==> config.mk <==
export PLATFORM = sky130hd
export DESIGN_NAME = tbus_sink_arbiter
export DESIGN_NICKNAME = d
export VERILOG_FILES = /design/src/rtl/tbus_sink_arbiter_pkg.sv /design/src/rtl/tbus_sink_fifo.sv /design/src/rtl/tbus_sink_arbiter.sv
export SDC_FILE = /design/constraint.sdc
export NUM_CORES = 1
export LEC_CHECK = 0
export BUFFER_PORTS_ARGS = -buffer_cell sky130_fd_sc_hd__buf_2
export CORE_ASPECT_RATIO = 1.4
export CORE_UTILIZATION = 39
export CTS_CLUSTER_SIZE = 12
export DETAILED_ROUTE_END_ITERATION = 12
export GPL_ROUTABILITY_DRIVEN = 0
export PLACE_DENSITY = 0.63
export SYNTH_ARGS = -nofsm -noshare
export SYNTH_HDL_FRONTEND = slang
export SYNTH_SLANG_ARGS = --single-unit
export TNS_END_PERCENT = 100
==> constraint.sdc <==
create_clock -name CLK -period 2.71 [get_ports CLK]
set_input_delay 0.271 -clock CLK [delete_from_list [all_inputs] [get_ports CLK]]
set_output_delay 0.271 -clock CLK [all_outputs]
set_load 0.005 [all_outputs]
==> src/rtl/tbus_sink_arbiter_pkg.sv <==
// rtl/tbus_sink_arbiter_pkg.sv - shared constants and helpers for the tri-state bus sink arbiter
package tbus_sink_arbiter_pkg;

    localparam int C_FIFO_DEPTH = 2;

    localparam logic [1:0] ST_IDLE  = 2'd0;
    localparam logic [1:0] ST_DRIVE = 2'd1;
    localparam logic [1:0] ST_TURN  = 2'd2;

    function automatic int clog2(input int v);
        int r;
        r = 0;
        for (int i = 0; i < 31; i++) begin
            if ((1 << i) < v) r = i + 1;
        end
        return r;
    endfunction

endpackage

==> src/rtl/tbus_sink_fifo.sv <==
// rtl/tbus_sink_fifo.sv - 2-entry first-in first-out buffer with registered head and async clear
module tbus_sink_fifo
    import tbus_sink_arbiter_pkg::*;
#(
    parameter int C_DW = 18
) (
    input  logic            CLK,
    input  logic            ACLR_N,
    input  logic            i_wr_valid,
    input  logic [C_DW-1:0] i_wr_data,
    output logic [C_DW-1:0] o_rd_data,
    output logic            o_rd_valid,
    input  logic            i_rd_ready,
    output logic [1:0]      o_count
);

    logic [C_DW-1:0] r_d0;
    logic [C_DW-1:0] r_d1;
    logic [1:0]      r_count;
    logic            w_pop;

    assign w_pop      = (r_count != 2'd0) && i_rd_ready;
    assign o_rd_data  = r_d0;
    assign o_rd_valid = (r_count != 2'd0);
    assign o_count    = r_count;

    // r_d0 is always the head; a pop shifts r_d1 forward.
    always_ff @(posedge CLK or negedge ACLR_N) begin
        if (!ACLR_N) begin
            r_d0    <= '0;
            r_d1    <= '0;
            r_count <= 2'd0;
        end else if (w_pop) begin
            if (i_wr_valid && r_count == 2'd1) begin
                r_d0 <= i_wr_data;
            end else begin
                r_d0    <= r_d1;
                r_count <= r_count - 2'd1;
            end
        end else if (i_wr_valid && r_count != 2'(C_FIFO_DEPTH)) begin
            if (r_count == 2'd0) r_d0 <= i_wr_data;
            else                 r_d1 <= i_wr_data;
            r_count <= r_count + 2'd1;
        end
    end

endmodule

==> src/rtl/tbus_sink_arbiter.sv <==
// rtl/tbus_sink_arbiter.sv - round-robin OE owner and capture sink for a shared tri-state bus
module tbus_sink_arbiter
    import tbus_sink_arbiter_pkg::*;
#(
    parameter int C_WIDTH      = 16,
    parameter int C_NUM_SRC    = 4,
    parameter int C_TURNAROUND = 1
) (
    input  logic                          CLK,
    input  logic                          ACLR_N,
    input  logic [C_NUM_SRC-1:0]          REQ,
    output logic [C_NUM_SRC-1:0]          OE,
    input  logic [C_WIDTH-1:0]            BUS,
    output logic [C_WIDTH-1:0]            O,
    output logic [clog2(C_NUM_SRC)-1:0]   O_SRC,
    output logic                          O_VALID,
    input  logic                          O_READY
);

    localparam int C_SW = clog2(C_NUM_SRC);

    logic [1:0]           r_state;
    logic [1:0]           w_state_nxt;
    logic [C_NUM_SRC-1:0] r_oe;
    logic [C_SW-1:0]      r_g;
    logic [C_SW-1:0]      r_ptr;
    logic [C_SW-1:0]      r_last;
    logic                 r_last_vld;
    logic [1:0]           r_tcnt;
    logic [C_SW-1:0]      w_base;
    logic [C_SW-1:0]      w_idx;
    logic [C_SW-1:0]      w_win;
    logic                 w_any;
    logic                 w_space;
    logic                 w_owed;
    logic                 w_pop;
    logic                 w_drive;
    logic [1:0]           w_count;
    logic [2:0]           w_occ;
    logic [C_WIDTH+C_SW-1:0] w_rd_data;

    assign OE      = r_oe;
    assign w_drive = (r_state == ST_DRIVE);
    assign w_pop   = O_VALID && O_READY;

    // Occupancy after this edge; the word on the bus during DRIVE already claims a slot.
    assign w_occ   = {1'b0, w_count} + {2'b00, w_drive} - {2'b00, w_pop};
    assign w_space = (w_occ < 3'(C_FIFO_DEPTH));

    // While driving, the current grant is the round-robin base it will become at the edge.
    assign w_base = w_drive ? r_g : r_ptr;

    always_comb begin
        w_win = '0;
        w_any = 1'b0;
        w_idx = '0;
        for (int i = 1; i <= C_NUM_SRC; i++) begin
            w_idx = C_SW'((int'(w_base) + i) % C_NUM_SRC);
            if (!w_any && REQ[w_idx]) begin
                w_win = w_idx;
                w_any = 1'b1;
            end
        end
    end

    // The current idle/turn cycle is itself dead time, so only more than one pending cycle is owed.
    assign w_owed = r_last_vld && (w_win != r_last) && (r_tcnt > 2'd1);

    always_comb begin
        w_state_nxt = ST_IDLE;
        case (r_state)
            ST_DRIVE: begin
                if (w_any && w_space) begin
                    if (w_win == r_g || C_TURNAROUND == 0) w_state_nxt = ST_DRIVE;
                    else                                   w_state_nxt = ST_TURN;
                end
            end
            ST_TURN: begin
                if (r_tcnt > 2'd1)          w_state_nxt = ST_TURN;
                else if (w_any && w_space)  w_state_nxt = ST_DRIVE;
            end
            default: begin
                if (w_any && w_space) w_state_nxt = w_owed ? ST_TURN : ST_DRIVE;
            end
        endcase
    end

    always_ff @(posedge CLK or negedge ACLR_N) begin
        if (!ACLR_N) begin
            r_state    <= ST_IDLE;
            r_oe       <= '0;
            r_g        <= '0;
            r_ptr      <= C_SW'(C_NUM_SRC - 1);
            r_last     <= '0;
            r_last_vld <= 1'b0;
            r_tcnt     <= 2'd0;
        end else begin
            r_state <= w_state_nxt;
            r_oe    <= (w_state_nxt == ST_DRIVE) ? (C_NUM_SRC'(1) << w_win) : '0;
            if (w_state_nxt == ST_DRIVE) r_g <= w_win;
            if (w_drive) begin
                r_ptr      <= r_g;
                r_last     <= r_g;
                r_last_vld <= 1'b1;
                r_tcnt     <= 2'(C_TURNAROUND);
            end else if (r_tcnt != 2'd0) begin
                r_tcnt <= r_tcnt - 2'd1;
            end
        end
    end

    tbus_sink_fifo #(
        .C_DW (C_WIDTH + C_SW)
    ) u_fifo (
        .CLK        (CLK),
        .ACLR_N     (ACLR_N),
        .i_wr_valid (w_drive),
        .i_wr_data  ({BUS, r_g}),
        .o_rd_data  (w_rd_data),
        .o_rd_valid (O_VALID),
        .i_rd_ready (O_READY),
        .o_count    (w_count)
    );

    assign O     = w_rd_data[C_WIDTH+C_SW-1:C_SW];
    assign O_SRC = w_rd_data[C_SW-1:0];

endmodule

==> metrics <==
status=completed; WHS=0.0289 ns; Max-cap violations=0; clk_lat worst skew=0.30 ns; achievable clock frequency=376 MHz; CTS Root Cell=clkbuf_8; Logic pwr share=0.517; full die area=0.00670 mm²; Antenna Cells=0; Max Slew Vio Count=0; P_leak=1.51 nW; CP max FO=6; share of cells above drive strength 1=0.397; drt wl/cell=14.7 µm; Starting Density=0.403; Int Pwr=2.41 mW; critical path required time=2.88 ns; Max clock buf depth=2; commonest non-fill, non-tap cell in the layout=dfrtp_1; Worst Setup End Kind=register; final worst path period need=2.66 ns; VDD IR max=0.556 mV; slew margin rel.=0.484; Rows=34; worst slack, placed=-0.000832 ns; ANT nets after route=0; I/O pin count=46; final-report hold violation count=0; clk slew on worst S/H paths=0.10 ns; Seq cells post-synth=53; first-pass GRT wire length=9090 µm; final-layout fill cell count=555; Design Area, Final=0.00310 mm²; vias per std cell=5.18; clock network fraction of total power=0.120; Design Power=3.84 mW; Setup CP Type=reg -> reg; GR Util All Layers=0.171; post-synth cell types=39; initial antenna violation count=0; Hold Crit Class=in -> async; Post-CTS Hold Fix Bufs=0; CORE AREA=0.00617 mm²; pwr dens=1240 mW/mm²; syn nets=251; H-tree levels=2; Final setup viols=0; DRC=0; Seq pwr share=0.362; # nets final=321; Pre-antenna DRT Iters=4; largest net degree at the start of global routing=35; PortBufs=45; PnR worst setup slack=0.0515 ns; final setup skew=0.00623 ns; startpoint types=register; TritonCTS Buffers=5; Worst EP arrival=2.83 ns; Synth Warn #=0; DRT iter0 DRCs=81; worst slew pin tran=0.774 ns; post-synthesis sequential area ratio=0.535; area grow syn2layout=24.9%; # clock sinks=53; Die Width=69.4 µm; vias in the first global route=1,906; Post-DP HPWL=3680 µm; commonest cells after routing, fill and taps aside=dfrtp_1 (51), buf_2 (45), nand2_1 (42), buf_4 (25), mux2_2 (19); Sw Ratio=0.372; CTS tree=built; total number of vias=1,874; Cell Area, Placed=0.00292 mm²; Sw Pwr=1.43 mW; DIE HEIGHT=96.4 µm; fin crit share=0.981; Mapped Area=0.00248 mm²; grt total ovfl=0; Cells after Synth=220; post-synthesis area per instance=11.3 µm²; drt total wl=5330 µm
==> logic make-up after synthesis <==
kind of cell,after synthesis,share of synthesized area
flip-flops,53,0.535
AO/OA/AOI/OAI,41,0.124
buffers and inverters,20,0.0322
XOR/XNOR,7,0.0247
AND/OR/NAND/NOR,67,0.128
adder cells (fa/ha/maj),8,0.0433
multiplexers,24,0.112
==> stage by stage <==
stage / util / cells / TNS [ns]
final: 0.503 / 362 / 0
after global routing: 0.503 / 362 / -0.122
after CTS: 0.489 / 356 / 0
after detailed placement: 0.474 / 349 / -0.000832
after global placement: 0.474 / 349 / 0
after floorplan: - / 220 / 0
==> cells in the mapped netlist <==
| library cell | n | area [µm²] |
|---|---|---|
| a21boi_0 | 1 | 7.51 |
| nand3b_1 | 1 | 7.51 |
| fa_1 | 1 | 20.0 |
| ha_1 | 7 | 87.6 |
| xnor2_1 | 5 | 43.8 |
| dfrtp_1 | 51 | 1280 |
| buf_4 | 1 | 7.51 |
| o22ai_1 | 1 | 6.26 |
| clkbuf_1 | 5 | 18.8 |
| or2b_1 | 1 | 7.51 |
| o21ai_0 | 6 | 30.0 |
| dfstp_2 | 2 | 52.6 |
| xor2_1 | 2 | 17.5 |
| nor2_1 | 10 | 37.5 |
| a22oi_1 | 18 | 135 |
| and3_1 | 1 | 6.26 |
| o32a_4 | 1 | 22.5 |
| a21oi_1 | 7 | 35.0 |
| mux2i_1 | 2 | 20.0 |
| o2111ai_2 | 1 | 15.0 |
| o31a_1 | 1 | 8.76 |
| inv_1 | 12 | 45.0 |
| nand4bb_4 | 1 | 27.5 |
| nor3_1 | 2 | 10.0 |
| mux2_2 | 19 | 214 |
| nor4_2 | 1 | 12.5 |
| o221ai_2 | 1 | 15.0 |
| a41oi_1 | 1 | 8.76 |
| mux2_4 | 3 | 45.0 |
| nand3_1 | 1 | 5.00 |
| nor3b_1 | 2 | 15.0 |
| or2_2 | 1 | 6.26 |
| nor2b_1 | 4 | 25.0 |
| nand2_1 | 42 | 158 |
| clkinv_1 | 1 | 3.75 |
| o221ai_1 | 1 | 8.76 |
| buf_2 | 1 | 5.00 |
| o2111ai_1 | 1 | 8.76 |
| a21o_1 | 1 | 7.51 |
==> power by group through the flow <==
stage / registers, mW / clock network (mW) / logic, mW
2_1_floorplan: 1.40 / 0 / 1.19
3_5_place_dp: 1.40 / 0 / 1.86
5_1_grt: 1.44 / 0.499 / 2.21
4_1_cts: 1.39 / 0.474 / 1.87
6_report: 1.39 / 0.462 / 1.98
3_3_place_gp: 1.40 / 0 / 1.82
==> worst max-delay path, stage by stage (launching register included) <==
cell and delay (ns):
dfrtp_1 0.40, inv_1 0.10, ha_4 0.17, mux2_4 0.34
and3_1 0.20, o32a_4 0.40, xor2_1 0.16, o2111ai_2 0.27
buf_4 0.17, a21boi_1 0.19, o21ai_0 0.12
==> state kept, by name, summed over array words and instances, names as in the netlist <==
register / flops
u_fifo.o_rd_data: 18
r_g: 2
OE: 4
r_last_vld: 1
u_fifo.r_d1: 18
u_fifo.o_count: 2
r_tcnt: 2
r_state: 2
r_ptr: 2
r_last: 2
==> routing by layer <==
metal,global-route usage,up-vias,part of all wire
li1,-,902,-
met1,0.216,931,0.46
met2,0.305,36,0.50
met3,0.0363,5,0.033
met4,0.0357,0,0.0086
met5,0,-,0
==> final cells by class <==
cell class | count | area (µm²) | share of cell area
clock buffers | 6 | 82.6 | 0.0266
clock inverters | 1 | 7.51 | 0.00242
inverters | 13 | 48.8 | 0.0157
multi-input cells | 147 | 1130 | 0.365
flip-flops and latches | 53 | 1330 | 0.428
well taps | 72 | 90.1 | 0.0290
repair buffers | 70 | 413 | 0.133
==> final timing paths <==
kind	cells after the start	startpoint	slack [ns]	endpoint
worst max-delay path	10	r_state[1]$_DFF_PN0_	0.05	r_state[1]$_DFF_PN0_
worst min-delay path	1	ACLR_N	0.03	OE[0]$_DFF_PN0_
worst max register to register	10	r_state[1]$_DFF_PN0_	0.05	r_state[1]$_DFF_PN0_
worst min register to register	2	u_fifo.o_rd_data[12]$_DFFE_PN0P_	0.50	u_fifo.o_rd_data[12]$_DFFE_PN0P_
max in group asynchronous	2	ACLR_N	2.02	u_fifo.o_rd_data[13]$_DFFE_PN0P_
min in group CLK	3	BUS[3]	0.17	u_fifo.o_rd_data[5]$_DFFE_PN0P_
==> repair_timing <==
| action | in CTS | in global routing |
|---|---|---|
| gates resized for setup | 1 | 9 |
| pin swaps | 0 | 4 |
| setup endpoints to repair | 5 | 7 |
| setup buffers | 0 | 6 |
Power figures use the tool's default switching activity.
